===== config.mk =====
export PLATFORM = sky130hd
export DESIGN_NAME = dsp_mac_pipe
export DESIGN_NICKNAME = d
export VERILOG_FILES = /design/src/rtl/dsp_mac_pipe.sv
export SDC_FILE = /design/constraint.sdc
export NUM_CORES = 2
export LEC_CHECK = 0
export ABC_AREA = 1
export BUFFER_PORTS_ARGS = -buffer_cell sky130_fd_sc_hd__buf_2
export CORE_MARGIN = 2
export CORE_UTILIZATION = 55
export CTS_CLUSTER_SIZE = 28
export DETAILED_ROUTE_END_ITERATION = 8
export GPL_TIMING_DRIVEN = 0
export PLACE_DENSITY = 0.83
export REMOVE_ABC_BUFFERS = 1
export SLEW_MARGIN = 20
export SYNTH_ARGS = -nofsm -noshare
export SYNTH_HDL_FRONTEND = slang
export SYNTH_SLANG_ARGS = --single-unit
export TNS_END_PERCENT = 20

===== constraint.sdc =====
create_clock -name clk -period 17.7 [get_ports clk]
set_input_delay 3.54 -clock clk [delete_from_list [all_inputs] [get_ports clk]]
set_output_delay 3.54 -clock clk [all_outputs]
set_load 0.01 [all_outputs]

===== src/rtl/dsp_mac_pipe.sv =====
// Four-stage pipelined pre-add / multiply / post-add slice with valid tracking,
// global clock enable, optional signed saturation and sticky overflow.
module dsp_mac_pipe #(
  parameter int A_W    = 18,
  parameter int B_W    = 18,
  parameter int P_W    = 48,
  parameter bit SAT_EN = 1'b1
) (
  input  logic                  clk,
  input  logic                  rst,
  input  logic                  ce,
  input  logic                  in_valid,
  input  logic signed [A_W-1:0] a,
  input  logic signed [B_W-1:0] b,
  input  logic signed [B_W-1:0] d,
  input  logic signed [P_W-1:0] c,
  input  logic                  cin,
  input  logic [3:0]            opmode,
  input  logic                  clr_sticky,
  output logic signed [P_W-1:0] p,
  output logic                  out_valid,
  output logic                  ovf,
  output logic                  ovf_sticky
);

  localparam int XW = B_W + 1;
  localparam int MW = A_W + B_W + 1;
  localparam int RW = P_W + 1;

  // stage 1: input capture
  logic signed [A_W-1:0] a1;
  logic signed [B_W-1:0] b1, d1;
  logic signed [P_W-1:0] c1;
  logic                  cin1, v1;
  logic [3:0]            op1;

  // stage 2: pre-adder result
  logic signed [A_W-1:0] a2;
  logic signed [XW-1:0]  x2;
  logic signed [P_W-1:0] c2;
  logic                  cin2, v2;
  logic [1:0]            op2;

  // stage 3: product
  logic signed [MW-1:0]  m3;
  logic signed [P_W-1:0] c3;
  logic                  cin3, v3;
  logic [1:0]            op3;

  logic signed [XW-1:0]  bx, dx, x_next;
  logic signed [MW-1:0]  ax, xx, m_next;
  logic signed [P_W-1:0] z;
  logic signed [RW-1:0]  zx, mx, cx, r;
  logic signed [P_W-1:0] p_next;
  logic                  ovf_next;

  // Pre-adder is one bit wider than B/D so it can never wrap.
  always_comb begin
    bx     = {b1[B_W-1], b1};
    dx     = {d1[B_W-1], d1};
    x_next = bx;
    if (op1[0])
      x_next = op1[1] ? (dx - bx) : (bx + dx);
  end

  always_comb begin
    ax     = {{(MW-A_W){a2[A_W-1]}}, a2};
    xx     = {{(MW-XW){x2[XW-1]}}, x2};
    m_next = ax * xx;
  end

  // Post-adder at P_W+1 bits; disagreement of the top two bits means overflow.
  always_comb begin
    z        = op3[0] ? p : c3;
    zx       = {z[P_W-1], z};
    mx       = {{(RW-MW){m3[MW-1]}}, m3};
    cx       = {{P_W{1'b0}}, cin3};
    r        = op3[1] ? (zx - mx + cx) : (zx + mx + cx);
    ovf_next = r[P_W] ^ r[P_W-1];
    p_next   = r[P_W-1:0];
    if (SAT_EN && ovf_next)
      p_next = r[P_W] ? {1'b1, {(P_W-1){1'b0}}} : {1'b0, {(P_W-1){1'b1}}};
  end

  always_ff @(posedge clk or posedge rst) begin
    if (rst) begin
      a1 <= '0; b1 <= '0; d1 <= '0; c1 <= '0; cin1 <= 1'b0; op1 <= '0; v1 <= 1'b0;
      a2 <= '0; x2 <= '0; c2 <= '0; cin2 <= 1'b0; op2 <= '0; v2 <= 1'b0;
      m3 <= '0; c3 <= '0; cin3 <= 1'b0; op3 <= '0; v3 <= 1'b0;
      p         <= '0;
      out_valid <= 1'b0;
      ovf       <= 1'b0;
    end else if (ce) begin
      a1 <= a; b1 <= b; d1 <= d; c1 <= c; cin1 <= cin; op1 <= opmode; v1 <= in_valid;
      a2 <= a1; x2 <= x_next; c2 <= c1; cin2 <= cin1; op2 <= op1[3:2]; v2 <= v1;
      m3 <= m_next; c3 <= c2; cin3 <= cin2; op3 <= op2; v3 <= v2;
      out_valid <= v3;
      ovf       <= v3 & ovf_next;
      if (v3)
        p <= p_next;
    end else begin
      out_valid <= 1'b0;
      ovf       <= 1'b0;
    end
  end

  // Clear is independent of ce; a simultaneous new overflow takes priority.
  always_ff @(posedge clk or posedge rst) begin
    if (rst)
      ovf_sticky <= 1'b0;
    else if (ce && v3 && ovf_next)
      ovf_sticky <= 1'b1;
    else if (clr_sticky)
      ovf_sticky <= 1'b0;
  end

endmodule


# Word level (Yosys, flattened, before mapping)
# Cells that the tools add are included.
# op_classes
add_sub_neg	6
multipliers	1
n_mux	10
n_bitwise	2
reduce_logical	4
# op_table
operator	n
48-bit two-way mux	3
49-bit by 2-bit adder with 49-bit output	2
48-bit by 37-bit adder with 49-bit output	1
49-bit two-way mux	1
48-bit by 37-bit subtractor with 49-bit output	1
19-bit two-way mux	2
18-bit by 19-bit multiplier with 37-bit output	1
18-bit by 18-bit adder with 19-bit output	1
18-bit by 18-bit subtractor with 19-bit output	1
1-bit two-way mux	4
1-bit logical AND	2
2-bit AND reduction	1
2-bit nonzero test	1
1-bit AND	1
1-bit bitwise XOR	1
# word_totals
reg_bits	337
out_inout_bits	51
wordCells	45

# Longest topological paths before layout
# depth
ltp_word	7
mapped_depth	29
mapped_depth_nobuf	27

# Worst setup path after synthesis
# Ideal clock, no wire load.
# synth_timing
path_type	register to register
startpoint	register x2[18]
endpoint	register m3[26]
setup_time_ns	0.135
t_arrival_ns	5.623
required_time_ns	17.565
path_slack_ns	11.943
stages_incl_launch_ff	27
synth_period_minus_slack_ns	5.757
cell_sequence	dfrtp_1 -> clkbuf_1 -> buf_1 -> nand2_1 -> inv_1 -> fa_1 -> inv_1 -> fa_1 -> inv_1 -> ha_1 -> inv_1 -> fa_1 -> inv_1 -> fa_1 -> inv_1 -> fa_1 -> inv_1 -> ha_1 -> a21oi_1 -> inv_1 -> a31oi_1 -> o21ai_0 -> inv_1 -> nand3_1 -> or2_2 -> nand3_1 -> o21ai_0
# synth_between
elab_chain_len	1
# synth_rtl
item	line	source
start, declared	39	logic signed [XW-1:0] x2;
start signal, assigned	88	a2 <= '0; x2 <= '0; c2 <= '0; cin2 <= 1'b0; op2 <= '0; v2 <= 1'b0;
start signal, assigned	95	a2 <= a1; x2 <= x_next; c2 <= c1; cin2 <= cin1; op2 <= op1[3:2]; v2 <= v1;
18-bit by 19-bit multiplier with 37-bit output	69	m_next = ax * xx;
end signal, assigned	89	m3 <= '0; c3 <= '0; cin3 <= 1'b0; op3 <= '0; v3 <= 1'b0;
end signal, assigned	96	m3 <= m_next; c3 <= c2; cin3 <= cin2; op3 <= op2; v3 <= v2;
end, declared	45	logic signed [MW-1:0] m3;
# No other way between the ends.
# A chain may end at the register's enable or synchronous reset.

# Worst setup path in the final report
# Ends and elaborated chain as after synthesis.

==> results.json <==
{
  "ys_seq_area_share_pct": 23.2,
  "boundaryPins": 163,
  "cts_tree": "built",
  "min_path_type": "reg -> reg",
  "reg2regPathDepth": 24,
  "grt_overflow_total": 0,
  "synth_top_family_by_area": "adder cells",
  "netlist_instances": 5105,
  "mostFrequentLayoutCells": "1378 x nand2_1, 1086 x inv_1, 449 x o21ai_0",
  "cap_violations": 0,
  "dieHeight_um": 261,
  "syn-cell-area_um2": 36400,
  "ctsHtreeMaxLevel": 2,
  "ant_nets": 0,
  "drt-initial-drc-count": 2648,
  "holdBufCountCts": 0,
  "hpwlAfterDp_um": 86900,
  "ys_types": 47,
  "ctsResizeCount": 0,
  "maxSlewViolCount": 0,
  "clkSlewWorstSetupHoldPaths_ns": 0.06,
  "numPortBuffers": 162,
  "tns_ns": 0,
  "startpoint_type": "flop",
  "synth_xor_area_share_pct": 1.68,
  "cts-buffers-inserted": 41,
  "start_util_pct": 55.5,
  "rows": 94,
  "drt_pass1_iterations": 6,
  "grt_max_degree": 144,
  "postSynthAreaPerCell_um2": 7.13,
  "min_path_cells": 2,
  "synth-seq-cells": 337,
  "clk_latency_ns": 0.60,
  "required_ns": 18.12,
  "yosysWarnings": 0,
  "wl_per_cell_um": 17.6,
  "clockBufferDepth": 3,
  "finalHoldViolCount": 0,
  "synthToLayoutAreaGrowth_pct": 8.07,
  "crit_type": "reg -> reg",
  "die-area_um2": 68200,
  "nNetsFinal": 5868,
  "synth_ff_type": "dfrtp_1",
  "cp_max_fo": 19,
  "synthSimpleGateAreaFrac_pct": 22.4,
  "relSlewSlack_pct": 17.6,
  "min_period_ns": 6.73,
  "clock_sinks": 337,
  "finClkSkew_ns": 0.0367,
  "fin_crit_sh_pct": 38.0,
  "worst_pin_slew_ns": 1.22,
  "cp-end-kind": "flop",
  "synth_fa_ha_area_share_pct": 28.1,
  "status": "complete, no violations",
  "rsz0062_at_grt": "no",
  "antenna_found_initial": 1,
  "die_x_um": 261,
  "synth_edf_count": 0,
  "layout_commonest_cell": "nand2_1",
  "routed_wl_um": 106000,
  "remaining_drc_errors": 0,
  "cts_root_buf": "clkbuf_16",
  "worstPathArrival_ns": 7.15,
  "track_usage_pct": 31.6,
  "post_cts_buffers": 0,
  "muxShareOfSynthArea_pct": 0,
  "synth_compound_area_share_pct": 11.4,
  "drive_gt1_share_pct": 5.91,
  "grt_pass1_wl_um": 170000,
  "first_global_vias": 32100,
  "setup_viol": 0,
  "num_vias": 32300,
  "antenna_cells": 0,
  "viasPerCell": 5.34,
  "gp_congestion": 1.03,
  "synthArstFlopShare_pct": 100,
  "core_um2": 65600,
  "fmax_ghz": 0.148
}
sequential cells by signal, summed over array words and instances, names as in the netlist, 4 cells and up:
signal / cells
op1: 4
a2: 18
a1: 18
m3: 37
x2: 19
c2: 48
c1: 48
p: 48
c3: 48
b1: 18
d1: 18
worst max-delay path: stages, from the launching register on:
cell,delay (ns)
dfrtp_1,0.65
nand2_1,0.25
inv_1,0.12
fa_1,0.59
inv_1,0.15
fa_1,0.54
inv_1,0.09
ha_1,0.52
inv_1,0.25
fa_1,0.54
inv_1,0.05
fa_1,0.52
inv_1,0.05
fa_1,0.47
inv_1,0.04
ha_1,0.35
a21oi_1,0.20
inv_1,0.07
a31oi_1,0.21
o21ai_0,0.18
inv_1,0.09
nand3_1,0.07
or2_2,0.28
nand3_1,0.16
o21ai_0,0.13
final timing paths:
kind / start / endpoint / slack (ns)
min reg2reg: c1[47] / c1[47] / 0.47
max in group asynchronous: rst / c1[15] / 13.39
max reg2reg: x2[18] / m3[26] / 10.97
min in group asynchronous: rst / d1[7] / 2.99
max: x2[18] / m3[26] / 10.97
min: c1[47] / c1[47] / 0.47
kinds of logic after synthesis:
family,Yosys count
adders and majority gates,608
buffers and inverters,1269
xor gates and xnor gates,70
AOI/OAI and AO/OA,778
and+or+nand+nor,2043
DFF,337
final cells by class:
cell class / count / area (um^2)
Inverter: 1095 / 4130
Clock buffer: 52 / 1150
Fill cell: 6099 / 26300
Multi-Input combinational cell: 3499 / 23200
Clock inverter: 22 / 259
Timing Repair Buffer: 174 / 1110
Sequential cell: 337 / 8440
Tap cell: 864 / 1080
metrics by stage:
stage / instance area [um^2] / setup slack, ns / hold WS [ns] / util [%] / std cells
finish: 39300 / 10.97 / 0.473 / 59.9 / 6043
global route: 39300 / 10.51 / 0.497 / 59.9 / 6043
CTS: 39300 / 10.96 / 0.479 / 59.9 / 6043
detailed placement: 37900 / 10.80 / 0.464 / 57.8 / 5969
global placement: 37600 / 0.969 / 0.458 / 57.3 / 5957
floorplan: 35700 / 4.82 / 0.437 / - / 4931
per-layer routing:
metal	vias to the layer above	track usage, %	part of all wire (%)	wire length [um]
met5	-	0	0.012	13
met4	2	12.1	4.2	4470
li1	15600	-	-	-
met2	1095	52.7	46	49300
met3	225	4.82	7.2	7610
met1	15400	41.6	42	44900
synth_stat cells (3+ instances only):
cell         n  area [um^2]
nand3_1    139          696
o211ai_1     5         37.5
buf_1       15         56.3
dfrtp_1    337         8430
a21oi_2      4         35.0
nand2_2     14         87.6
o21a_1       7         52.6
o31ai_1      3         22.5
nand4_1     42          263
inv_1     1089         4090
o21ai_1      6         30.0
o21ai_0    449         2250
o22ai_1      3         18.8
nand3b_1     3         22.5
nand3_2      3         30.0
xnor2_1     19          166
a31oi_1     10         62.6
a21o_1      16          120
nor2_1     390         1460
ha_1       258         3230
inv_2        5         18.8
nor3_1      39          195
buf_6        4         45.0
or2_2       14         87.6
clkbuf_1   151          567
o21bai_1    39          293
nor2_2      12         75.1
xor2_1      51          447
a21oi_1    223         1120
fa_1       350         7010
nand2_1   1378         5170
Power is not shown: default switching activity piles up to over one toggle a cycle in this logic, so the estimate is an artifact.
